`src/rtl/cla32_sched_pkg.sv`:
```
// Shared definitions for the cla32 round-robin scheduler: data width, state encoding
// and the signed-overflow helper used when CLA32_SCHED_OVF_EN is defined.
package cla32_sched_pkg;

    localparam int unsigned DATA_W = 32;

    typedef enum logic {
        ST_IDLE = 1'b0,
        ST_FULL = 1'b1
    } sched_state_e;

    // b_eff is the operand as presented to the adder (already inverted for subtract)
    function automatic logic add_ovf(input logic [DATA_W-1:0] a,
                                     input logic [DATA_W-1:0] b_eff,
                                     input logic [DATA_W-1:0] s);
        return (a[DATA_W-1] == b_eff[DATA_W-1]) && (s[DATA_W-1] != a[DATA_W-1]);
    endfunction

endpackage

```
`src/rtl/cla32.sv`:
```
// 32-bit carry-lookahead adder: eight 4-bit lookahead groups joined by group
// generate/propagate terms.
module cla32 (
    input  logic [31:0] a_i,
    input  logic [31:0] b_i,
    input  logic        cin_i,
    output logic [31:0] s_o,
    output logic        cout_o
);

    logic [31:0] g;
    logic [31:0] p;
    logic [31:0] c;
    logic [7:0]  grp_g;
    logic [7:0]  grp_p;
    logic [8:0]  grp_c;

    assign g = a_i & b_i;
    assign p = a_i ^ b_i;

    always_comb begin
        grp_g = '0;
        grp_p = '0;
        for (int j = 0; j < 8; j++) begin
            grp_g[j] = g[4*j+3]
                     | (p[4*j+3] & g[4*j+2])
                     | (p[4*j+3] & p[4*j+2] & g[4*j+1])
                     | (p[4*j+3] & p[4*j+2] & p[4*j+1] & g[4*j]);
            grp_p[j] = &p[4*j +: 4];
        end
    end

    // Scalar temporary keeps the group-carry chain free of self-referencing vectors
    always_comb begin
        logic carry;
        grp_c = '0;
        carry = cin_i;
        for (int j = 0; j < 8; j++) begin
            grp_c[j] = carry;
            carry    = grp_g[j] | (grp_p[j] & carry);
        end
        grp_c[8] = carry;
    end

    always_comb begin
        c = '0;
        for (int j = 0; j < 8; j++) begin
            c[4*j]   = grp_c[j];
            c[4*j+1] = g[4*j] | (p[4*j] & grp_c[j]);
            c[4*j+2] = g[4*j+1] | (p[4*j+1] & g[4*j]) | (p[4*j+1] & p[4*j] & grp_c[j]);
            c[4*j+3] = g[4*j+2] | (p[4*j+2] & g[4*j+1]) | (p[4*j+2] & p[4*j+1] & g[4*j])
                     | (p[4*j+2] & p[4*j+1] & p[4*j] & grp_c[j]);
        end
    end

    assign s_o    = p ^ c;
    assign cout_o = grp_c[8];

endmodule

```
`src/rtl/rr_pick.sv`:
```
// Combinational round-robin picker: first valid requester at or after the pointer,
// wrapping modulo NREQ. Returns a one-hot grant and its encoded index.
module rr_pick #(
    parameter int unsigned NREQ = 4,
    parameter int unsigned IDW  = 2
) (
    input  logic [NREQ-1:0] valid_i,
    input  logic [IDW-1:0]  ptr_i,
    output logic [NREQ-1:0] grant_o,
    output logic [IDW-1:0]  idx_o,
    output logic            any_o
);

    int unsigned k;

    // Scan from the farthest offset down so the nearest valid requester wins
    always_comb begin
        grant_o = '0;
        idx_o   = '0;
        k       = 0;
        any_o   = |valid_i;
        for (int i = NREQ - 1; i >= 0; i--) begin
            k = (32'(ptr_i) + 32'(i)) % NREQ;
            if (valid_i[k]) begin
                grant_o    = '0;
                grant_o[k] = 1'b1;
                idx_o      = IDW'(k);
            end
        end
    end

endmodule

```
`src/rtl/cla32_rr_sched.sv`:
```
// Round-robin scheduler sharing one cla32 among NREQ requesters, with a one-deep
// registered response. Define CLA32_SCHED_OVF_EN to add the rsp_ovf_o signed-overflow output.
module cla32_rr_sched
    import cla32_sched_pkg::*;
#(
    parameter int unsigned NREQ = 4,
    parameter int unsigned IDW  = 2
) (
    input  logic                     clk_i,
    input  logic                     rst_ni,
    input  logic [NREQ-1:0]          req_valid_i,
    output logic [NREQ-1:0]          req_ready_o,
    input  logic [NREQ*DATA_W-1:0]   req_a_i,
    input  logic [NREQ*DATA_W-1:0]   req_b_i,
    input  logic [NREQ-1:0]          req_sub_i,
    output logic                     rsp_valid_o,
    input  logic                     rsp_ready_i,
    output logic [IDW-1:0]           rsp_id_o,
    output logic [DATA_W-1:0]        rsp_s_o,
    output logic                     rsp_cout_o
`ifdef CLA32_SCHED_OVF_EN
    ,
    output logic                     rsp_ovf_o
`endif
);

    sched_state_e      state_q, state_d;
    logic [IDW-1:0]    ptr_q, ptr_d;
    logic [NREQ-1:0]   grant;
    logic [IDW-1:0]    pick_idx;
    logic              any_valid;
    logic              slot_free;
    logic              accept;

    logic [DATA_W-1:0] op_a;
    logic [DATA_W-1:0] op_b;
    logic [DATA_W-1:0] op_b_eff;
    logic              op_sub;
    logic [DATA_W-1:0] sum;
    logic              sum_cout;

    logic [DATA_W-1:0] s_q;
    logic              cout_q;
    logic [IDW-1:0]    id_q;

    rr_pick #(
        .NREQ (NREQ),
        .IDW  (IDW)
    ) u_rr_pick (
        .valid_i (req_valid_i),
        .ptr_i   (ptr_q),
        .grant_o (grant),
        .idx_o   (pick_idx),
        .any_o   (any_valid)
    );

    assign rsp_valid_o = (state_q == ST_FULL);
    assign slot_free   = (state_q == ST_IDLE) | (rsp_valid_o & rsp_ready_i);
    assign req_ready_o = slot_free ? grant : '0;
    assign accept      = slot_free & any_valid;

    always_comb begin
        op_a     = req_a_i[DATA_W*32'(pick_idx) +: DATA_W];
        op_b     = req_b_i[DATA_W*32'(pick_idx) +: DATA_W];
        op_sub   = req_sub_i[pick_idx];
        op_b_eff = op_sub ? ~op_b : op_b;
    end

    cla32 u_cla32 (
        .a_i    (op_a),
        .b_i    (op_b_eff),
        .cin_i  (op_sub),
        .s_o    (sum),
        .cout_o (sum_cout)
    );

    // An accept always refills the slot, so it takes priority over the drain
    always_comb begin
        state_d = state_q;
        ptr_d   = ptr_q;
        if (accept) begin
            state_d = ST_FULL;
            ptr_d   = (pick_idx == IDW'(NREQ - 1)) ? '0 : pick_idx + 1'b1;
        end else if (rsp_valid_o && rsp_ready_i) begin
            state_d = ST_IDLE;
        end
    end

    always_ff @(posedge clk_i or negedge rst_ni) begin
        if (!rst_ni) begin
            state_q <= ST_IDLE;
            ptr_q   <= '0;
            s_q     <= '0;
            cout_q  <= 1'b0;
            id_q    <= '0;
        end else begin
            state_q <= state_d;
            ptr_q   <= ptr_d;
            if (accept) begin
                s_q    <= sum;
                cout_q <= sum_cout;
                id_q   <= pick_idx;
            end
        end
    end

    assign rsp_s_o    = s_q;
    assign rsp_cout_o = cout_q;
    assign rsp_id_o   = id_q;

`ifdef CLA32_SCHED_OVF_EN
    logic ovf_q;

    always_ff @(posedge clk_i or negedge rst_ni) begin
        if (!rst_ni) begin
            ovf_q <= 1'b0;
        end else if (accept) begin
            ovf_q <= add_ovf(op_a, op_b_eff, sum);
        end
    end

    assign rsp_ovf_o = ovf_q;
`endif

endmodule

```
`config.mk`:
```
export PLATFORM = sky130hd
export DESIGN_NAME = cla32_rr_sched
export DESIGN_NICKNAME = d
export VERILOG_FILES = /design/src/rtl/cla32_sched_pkg.sv /design/src/rtl/cla32.sv /design/src/rtl/rr_pick.sv /design/src/rtl/cla32_rr_sched.sv
export SDC_FILE = /design/constraint.sdc
export NUM_CORES = 1
export LEC_CHECK = 0
export BUFFER_PORTS_ARGS = -buffer_cell sky130_fd_sc_hd__buf_2
export CAP_MARGIN = 20
export CORE_AREA = 2 2 120 122
export DETAILED_ROUTE_END_ITERATION = 16
export DIE_AREA = 0 0 122 124
export PLACE_DENSITY = 0.75
export SYNTH_ARGS = -nofsm -noshare
export SYNTH_HDL_FRONTEND = slang
export SYNTH_SLANG_ARGS = --single-unit
```
`constraint.sdc`:
```
create_clock -name clk_i -period 9.86 [get_ports clk_i]
set_input_delay 0.493 -clock clk_i [delete_from_list [all_inputs] [get_ports clk_i]]
set_output_delay 0.493 -clock clk_i [all_outputs]
set_load 0.02 [all_outputs]
```
After elaboration in Yosys (flattened, before gate mapping)
Cells that the tools add are included.
{"block": "totals", "input_bits": 267, "ff_bits": 38, "wordCells": 275, "out_inout_bits": 40}
{"block": "op_classes", "magnitude_cmp": 9, "eq_ne": 1, "n_addsub": 4, "reduce_logical": 15, "n_mux": 31, "shift": 2, "bitwise_logic": 208}
{"cell": "$shiftx 128x8->32", "count": 2}
{"cell": "$and 1x1->1", "count": 122}
{"cell": "$or 1x1->1", "count": 81}
{"cell": "$xor 32x32->32", "count": 2}
{"cell": "$and 32x32->32", "count": 1}
{"cell": "$mux 32", "count": 1}
{"cell": "$not 32->32", "count": 1}
{"cell": "$reduce_and 4->1", "count": 8}
{"cell": "$mux 4", "count": 5}
{"cell": "$lt 2x3->1 const B", "count": 5}
{"cell": "$mux 1", "count": 11}
{"cell": "$bmux 1 s2", "count": 5}
{"cell": "$mux 2", "count": 5}
{"cell": "$demux 1 s2", "count": 4}
{"cell": "$ge 2x1->1 const B", "count": 4}
{"cell": "$logic_and 1x1->1", "count": 5}
{"cell": "$add 2x1->2 const B", "count": 2}
{"cell": "$add 2x2->2 const B", "count": 2}
{"cell": "$reduce_or 4->1", "count": 1}
{"cell": "$eq 2x2->1 const B", "count": 1}
{"cell": "$reduce_bool 2->1", "count": 1}
{"cell": "$not 1->1", "count": 1}

Logic depth before layout (Yosys ltp)
{"block": "depth", "word_depth": 31, "ltp_mapped": 29, "ltp_nobuf": 25}

Modules after synthesis
Synthesis repeated with hierarchy kept, for this count alone.
{"block": "hier_totals", "cells_unflattened": 443, "area_unflattened_um2": 5301.3}
{"mod": "cla32_rr_sched", "cells_per_inst": 203, "n_inst": 1, "seq_area_each_um2": 950.9, "area_each_um2": 3373.2}
{"mod": "cla32", "cells_per_inst": 173, "n_inst": 1, "seq_area_each_um2": 0.0, "area_each_um2": 1397.6}
{"mod": "rr_pick", "cells_per_inst": 67, "n_inst": 1, "seq_area_each_um2": 0.0, "area_each_um2": 530.5}

Least setup slack after synthesis
No wires, ideal clock.
{"block": "synth_timing", "path_kind": "register -> register", "startpoint": "register ptr_q[0]", "endpoint": "register s_q[29], in the netlist rsp_s_o[29]", "stages_incl_launch_ff": 27, "slack_ps": 3996, "t_required_ps": 9777, "synth_period_minus_slack_ps": 5864, "setup_time_ps": 83, "n_path_buf": 5, "arrival_time_ps": 5781, "path_cell_list": "dfrtp_1 -> buf_6 -> clkbuf_1 -> inv_1 -> ha_1 -> mux4_2 -> buf_2 -> a31oi_1 -> a21oi_1 -> o2111a_1 -> a22o_1 -> buf_6 -> clkbuf_1 -> xnor2_1 -> ha_1 -> and2_1 -> nand3_1 -> or4_1 -> inv_1 -> o31ai_1 -> o31ai_4 -> o31ai_1 -> a21boi_1 -> nor2_1 -> fa_1 -> xor2_1 -> o21ai_0"}
{"block": "synth_between", "elab_chain_len": 31, "elab_cells_between_ends": 103, "classes_between": "add/sub (3); shift (2); mux (15); bitwise (76); reduce/logical (7)"}
{"element": "start, declared", "line": "cla32_rr_sched.sv:28", "rtl": "logic [IDW-1:0] ptr_q, ptr_d;"}
{"element": "start signal, assigned", "line": "cla32_rr_sched.sv:98", "rtl": "ptr_q <= ptr_d;"}
{"element": "$add 2x2->2", "line": "rr_pick.sv:23", "rtl": "k = (32'(ptr_i) + 32'(i)) % NREQ;"}
{"element": "$bmux 1 s2", "line": "rr_pick.sv:24", "rtl": "if (valid_i[k]) begin"}
{"element": "$mux 1 (not written as such)", "line": "rr_pick.sv:24"}
{"element": "$mux 2 (3 in series)", "line": "rr_pick.sv:24"}
{"element": "$mux 2 *", "line": "rr_pick.sv:24"}
{"element": "$shiftx 128x8->32 or $bmux 1 s2 (tied branches)", "line": "cla32_rr_sched.sv:64, cla32_rr_sched.sv:65"}
{"element": "$not 32->32 or $mux 1 (tied branches)", "line": "cla32_rr_sched.sv:66, cla32_rr_sched.sv:65"}
{"element": "$mux 32", "line": "cla32_rr_sched.sv:66", "rtl": "op_b_eff = op_sub ? ~op_b : op_b;"}
{"element": "(+13 left out)"}
{"element": "$or 1x1->1", "line": "cla32.sv:40", "rtl": "carry = grp_g[j] | (grp_p[j] & carry);"}
{"element": "$and 1x1->1", "line": "cla32.sv:40"}
{"element": "$or 1x1->1", "line": "cla32.sv:40"}
{"element": "$and 1x1->1", "line": "cla32.sv:40"}
{"element": "$or 1x1->1", "line": "cla32.sv:40"}
{"element": "$and 1x1->1", "line": "cla32.sv:49", "rtl": "c[4*j+1] = g[4*j] | (p[4*j] & grp_c[j]);"}
{"element": "$or 1x1->1", "line": "cla32.sv:49"}
{"element": "$xor 32x32->32 *", "line": "cla32.sv:56", "rtl": "assign s_o = p ^ c;"}
{"element": "end signal, assigned", "line": "cla32_rr_sched.sv:100", "rtl": "s_q <= sum;"}
{"element": "end, declared", "line": "cla32_rr_sched.sv:42", "rtl": "logic [DATA_W-1:0] s_q;"}
Mark *: on every way between the ends. The rest lies on a longest branch, timed or not. The select of a mux whose other input is x is not followed.
A chain may end at the register's enable or synchronous reset.

Worst setup path in the final report
{"block": "layout_timing", "startpoint": "register ptr_q[0]", "endpoint": "register s_q[28], in the netlist rsp_s_o[28]"}
{"block": "layout_between", "elab_chain_len": 29, "elab_cells_between_ends": 101, "classes_between": "add/sub (3); shift (2); mux (15); bitwise (74); reduce/logical (7)"}
{"element": "$add 2x2->2", "line": "rr_pick.sv:23"}
{"element": "$bmux 1 s2", "line": "rr_pick.sv:24"}
{"element": "$mux 1 (not written as such)", "line": "rr_pick.sv:24"}
{"element": "$mux 2 (3 in series)", "line": "rr_pick.sv:24"}
{"element": "$mux 2 *", "line": "rr_pick.sv:24"}
{"element": "$shiftx 128x8->32 or $bmux 1 s2 (tied branches)", "line": "cla32_rr_sched.sv:64, cla32_rr_sched.sv:65"}
{"element": "$not 32->32 or $mux 1 (tied branches)", "line": "cla32_rr_sched.sv:66, cla32_rr_sched.sv:65"}
{"element": "$mux 32", "line": "cla32_rr_sched.sv:66"}
{"element": "(+11 left out)"}
{"element": "$or 1x1->1", "line": "cla32.sv:40"}
{"element": "$and 1x1->1", "line": "cla32.sv:40"}
{"element": "$or 1x1->1", "line": "cla32.sv:40"}
{"element": "$and 1x1->1", "line": "cla32.sv:40"}
{"element": "$or 1x1->1", "line": "cla32.sv:40"}
{"element": "$and 1x1->1", "line": "cla32.sv:40"}
{"element": "$or 1x1->1", "line": "cla32.sv:40"}
{"element": "$xor 32x32->32 *", "line": "cla32.sv:56"}
Marked as above.

==> impl_metrics.env <==
export IMPL_r2r_end="rsp_s_o[28]"
export IMPL_finalSetupTns_ns=0
export IMPL_area_delta_synth_final_pct=30.71
export IMPL_netlist_area_mm2=0.005732
export IMPL_die_h_um=124
export IMPL_initial_core_util=0.4178
export IMPL_async_flop_share=1.000
export IMPL_ff_latch_area_um2=950.9
export IMPL_post_synth_top_count_cell="nand2_1"
export IMPL_cts_resized=0
export IMPL_core_area_mm2=0.01372
export IMPL_routed_wl_met2_um=9192
export IMPL_ys_types=64
export IMPL_finalWeightedCongestion=0.9025
export IMPL_critPathKind="register to register"
export IMPL_antenna_found_initial=5
export IMPL_yosys_top_cells_count="nand2_1, a211oi_1, a31oi_1"
export IMPL_startpoint_type="register"
export IMPL_hold_viol=0
export IMPL_drc=0
export IMPL_tightest_slew_ns=0.9218
export IMPL_die_width_um=122
export IMPL_maxSlewViolCount=0
export IMPL_hold_slack_ns=0.3095
export IMPL_timing_fmax_mhz=133.0
export IMPL_synth_main_ff_cell="dfrtp_1"
export IMPL_cp_arrival_ns=7.72
export IMPL_detail_route_wl_per_cell_um=16.59
export IMPL_grt_max_degree=74
export IMPL_cts_setup_buffers=0
export IMPL_vias=6591
export IMPL_drive_above_1_share=0.3308
export IMPL_r2r_setup_slack_ns=2.34
export IMPL_endpoint_kind="register"
export IMPL_worstSetupStartpoint="ptr_q[0]"
export IMPL_die_area_mm2=0.01513
export IMPL_grt_pass1_vias=6233
export IMPL_hold_buffers=0
export IMPL_drv_cap=0
export IMPL_htree_levels=2
export IMPL_row_count=43
export IMPL_vias_per_cell=5.345
export IMPL_ant_nets=0
export IMPL_cts_buffer_depth=2
export IMPL_synth_edf_count=0
export IMPL_path_max_fanout=71
export IMPL_fin_crit_ns=7.520
export IMPL_rsz0062_at_grt="no"
export IMPL_skew_ns=0.004796
export IMPL_drt_first_iter_violations=391
export IMPL_fin_crit_sh=0.7626
export IMPL_dr_pass1_iters=5
export IMPL_port_buffers=306
export IMPL_multi_input_area_mm2=0.004444
export IMPL_synthTopCellsByArea="dfrtp_1, nand2_1, ha_1"
export IMPL_grt_pass1_wl_um=31690
export IMPL_wl_met3_um=1494
export IMPL_relSlewSlack=0.3832
export IMPL_hpwl_um=16650
export IMPL_grt_use_total=0.2667
export IMPL_root_buffer="clkbuf_16"
export IMPL_drt_met1_wl_um=9143
export IMPL_clk_insertion_delay_late_ns=0.28
export IMPL_setup_violations=0
export IMPL_fillCellCount=1387
export IMPL_dp_cells=1220
export IMPL_yosysWarningCount=0
export IMPL_required_ns=10.06
export IMPL_r2r_cells=26
export IMPL_status="finished clean"
export IMPL_clk_pin_slew_worst_paths_ns=0.06
export IMPL_top_layer_used="met5"
export IMPL_final_util=0.5461
export IMPL_syn_inst=784
export IMPL_synth_top_cell_area_share=0.1659
export IMPL_syn_nets=1098
export IMPL_cts_tree="yes"
export IMPL_min_path_type="input pin to async pin"
export IMPL_endpoint="rsp_s_o[28]"
export IMPL_wirelength_um=20460
export IMPL_avgSynthCellArea_um2=7.311
export IMPL_synth_seq_area_share=0.1659
export IMPL_cts_sinks=38
export IMPL_final_nets=1362
export IMPL_ios=307
export IMPL_grt_overflow_total=0
export IMPL_r2r_start="ptr_q[0]"
export IMPL_final_cells=1233
export IMPL_numCtsBuffers=5
export IMPL_yosys_area_top_type="dfrtp_1"
export IMPL_ys_ff_latch=38
## cell type report
| class | count | area share |
|---|---|---|
| sequential | 38 | 0.1269 |
| clock inverter | 2 | 0.001670 |
| inverter | 29 | 0.01486 |
| tap | 180 | 0.03006 |
| antenna | 4 | 0.001336 |
| timing repair buffer | 315 | 0.2134 |
| clock buffer | 6 | 0.01854 |
| multi-input combinational | 659 | 0.5932 |
## placed cells by master, fill, tap and decap left out, types with 6 or more instances in the layout
cell,count
inv_1,28
a21o_1,11
o21ai_0,41
and2_0,22
nand2_1,186
mux2i_1,24
o21a_1,6
xor2_1,9
buf_2,306
a21oi_1,20
buf_4,9
fa_1,7
xnor2_1,44
o31ai_1,8
and2_1,27
a211oi_1,52
a31oi_1,49
dfrtp_1,38
nand3_1,13
ha_1,40
nor3_1,7
nor2_1,14
mux2_2,9
## stage by stage
stage,cell area (um^2),setup WS (ns)
4_1_cts,7475,2.386
5_1_grt,7490,1.675
3_3_place_gp,7323,2.713
2_1_floorplan,5732,3.996
3_5_place_dp,7323,2.513
6_report,7492,2.340
## layer usage
| metal | track usage | up-vias |
|---|---|---|
| li1 | - | 3320 |
| met1 | 0.3654 | 2995 |
| met2 | 0.4225 | 237 |
| met3 | 0.04396 | 37 |
| met4 | 0.09986 | 2 |
| met5 | 0 | - |
## sequential cells by signal, indices dropped and copies added, names as in the netlist
signal and count:
rsp_s_o 32, ptr_q 2, rsp_id_o 2, rsp_cout_o 1, rsp_valid_o 1
## worst min path at each step
stage                              to
after floorplan              ptr_q[0]
after global placement    rsp_s_o[26]
after detailed placement   rsp_s_o[2]
after CTS                 rsp_valid_o
after global routing       rsp_s_o[4]
final                      rsp_s_o[4]
## kinds of logic after synthesis
group,share of synthesized area
buffers and inverters,0.06221
AND/OR/NAND/NOR,0.2384
flip-flops,0.1659
adder cells (fa/ha/maj),0.1118
multiplexers,0.07138
AO/OA/AOI/OAI,0.2694
XOR/XNOR,0.08099
## worst max-delay path, stage by stage (launching register included)
cell and delay (ns):
dfrtp_1 0.82, inv_1 0.25, ha_1 0.40, mux4_2 0.44
nor2b_1 0.26, o21ai_0 0.16, inv_1 0.17, nor2_4 0.05
buf_4 0.29, inv_4 0.54, buf_4 0.62, and2_0 0.21
a211oi_1 0.05, a31oi_1 0.21, xnor2_1 0.09, ha_1 0.38
a21o_1 0.17, a21o_1 0.17, a21oi_1 0.19, o21ai_0 0.16
a211oi_1 0.32, nor2_1 0.10, o31ai_1 0.38, a21boi_1 0.14
nor2_1 0.19, fa_1 0.43, o21ai_0 0.16
Power is not shown: default switching activity piles up to over one toggle a cycle in this logic, so the estimate is an artifact.
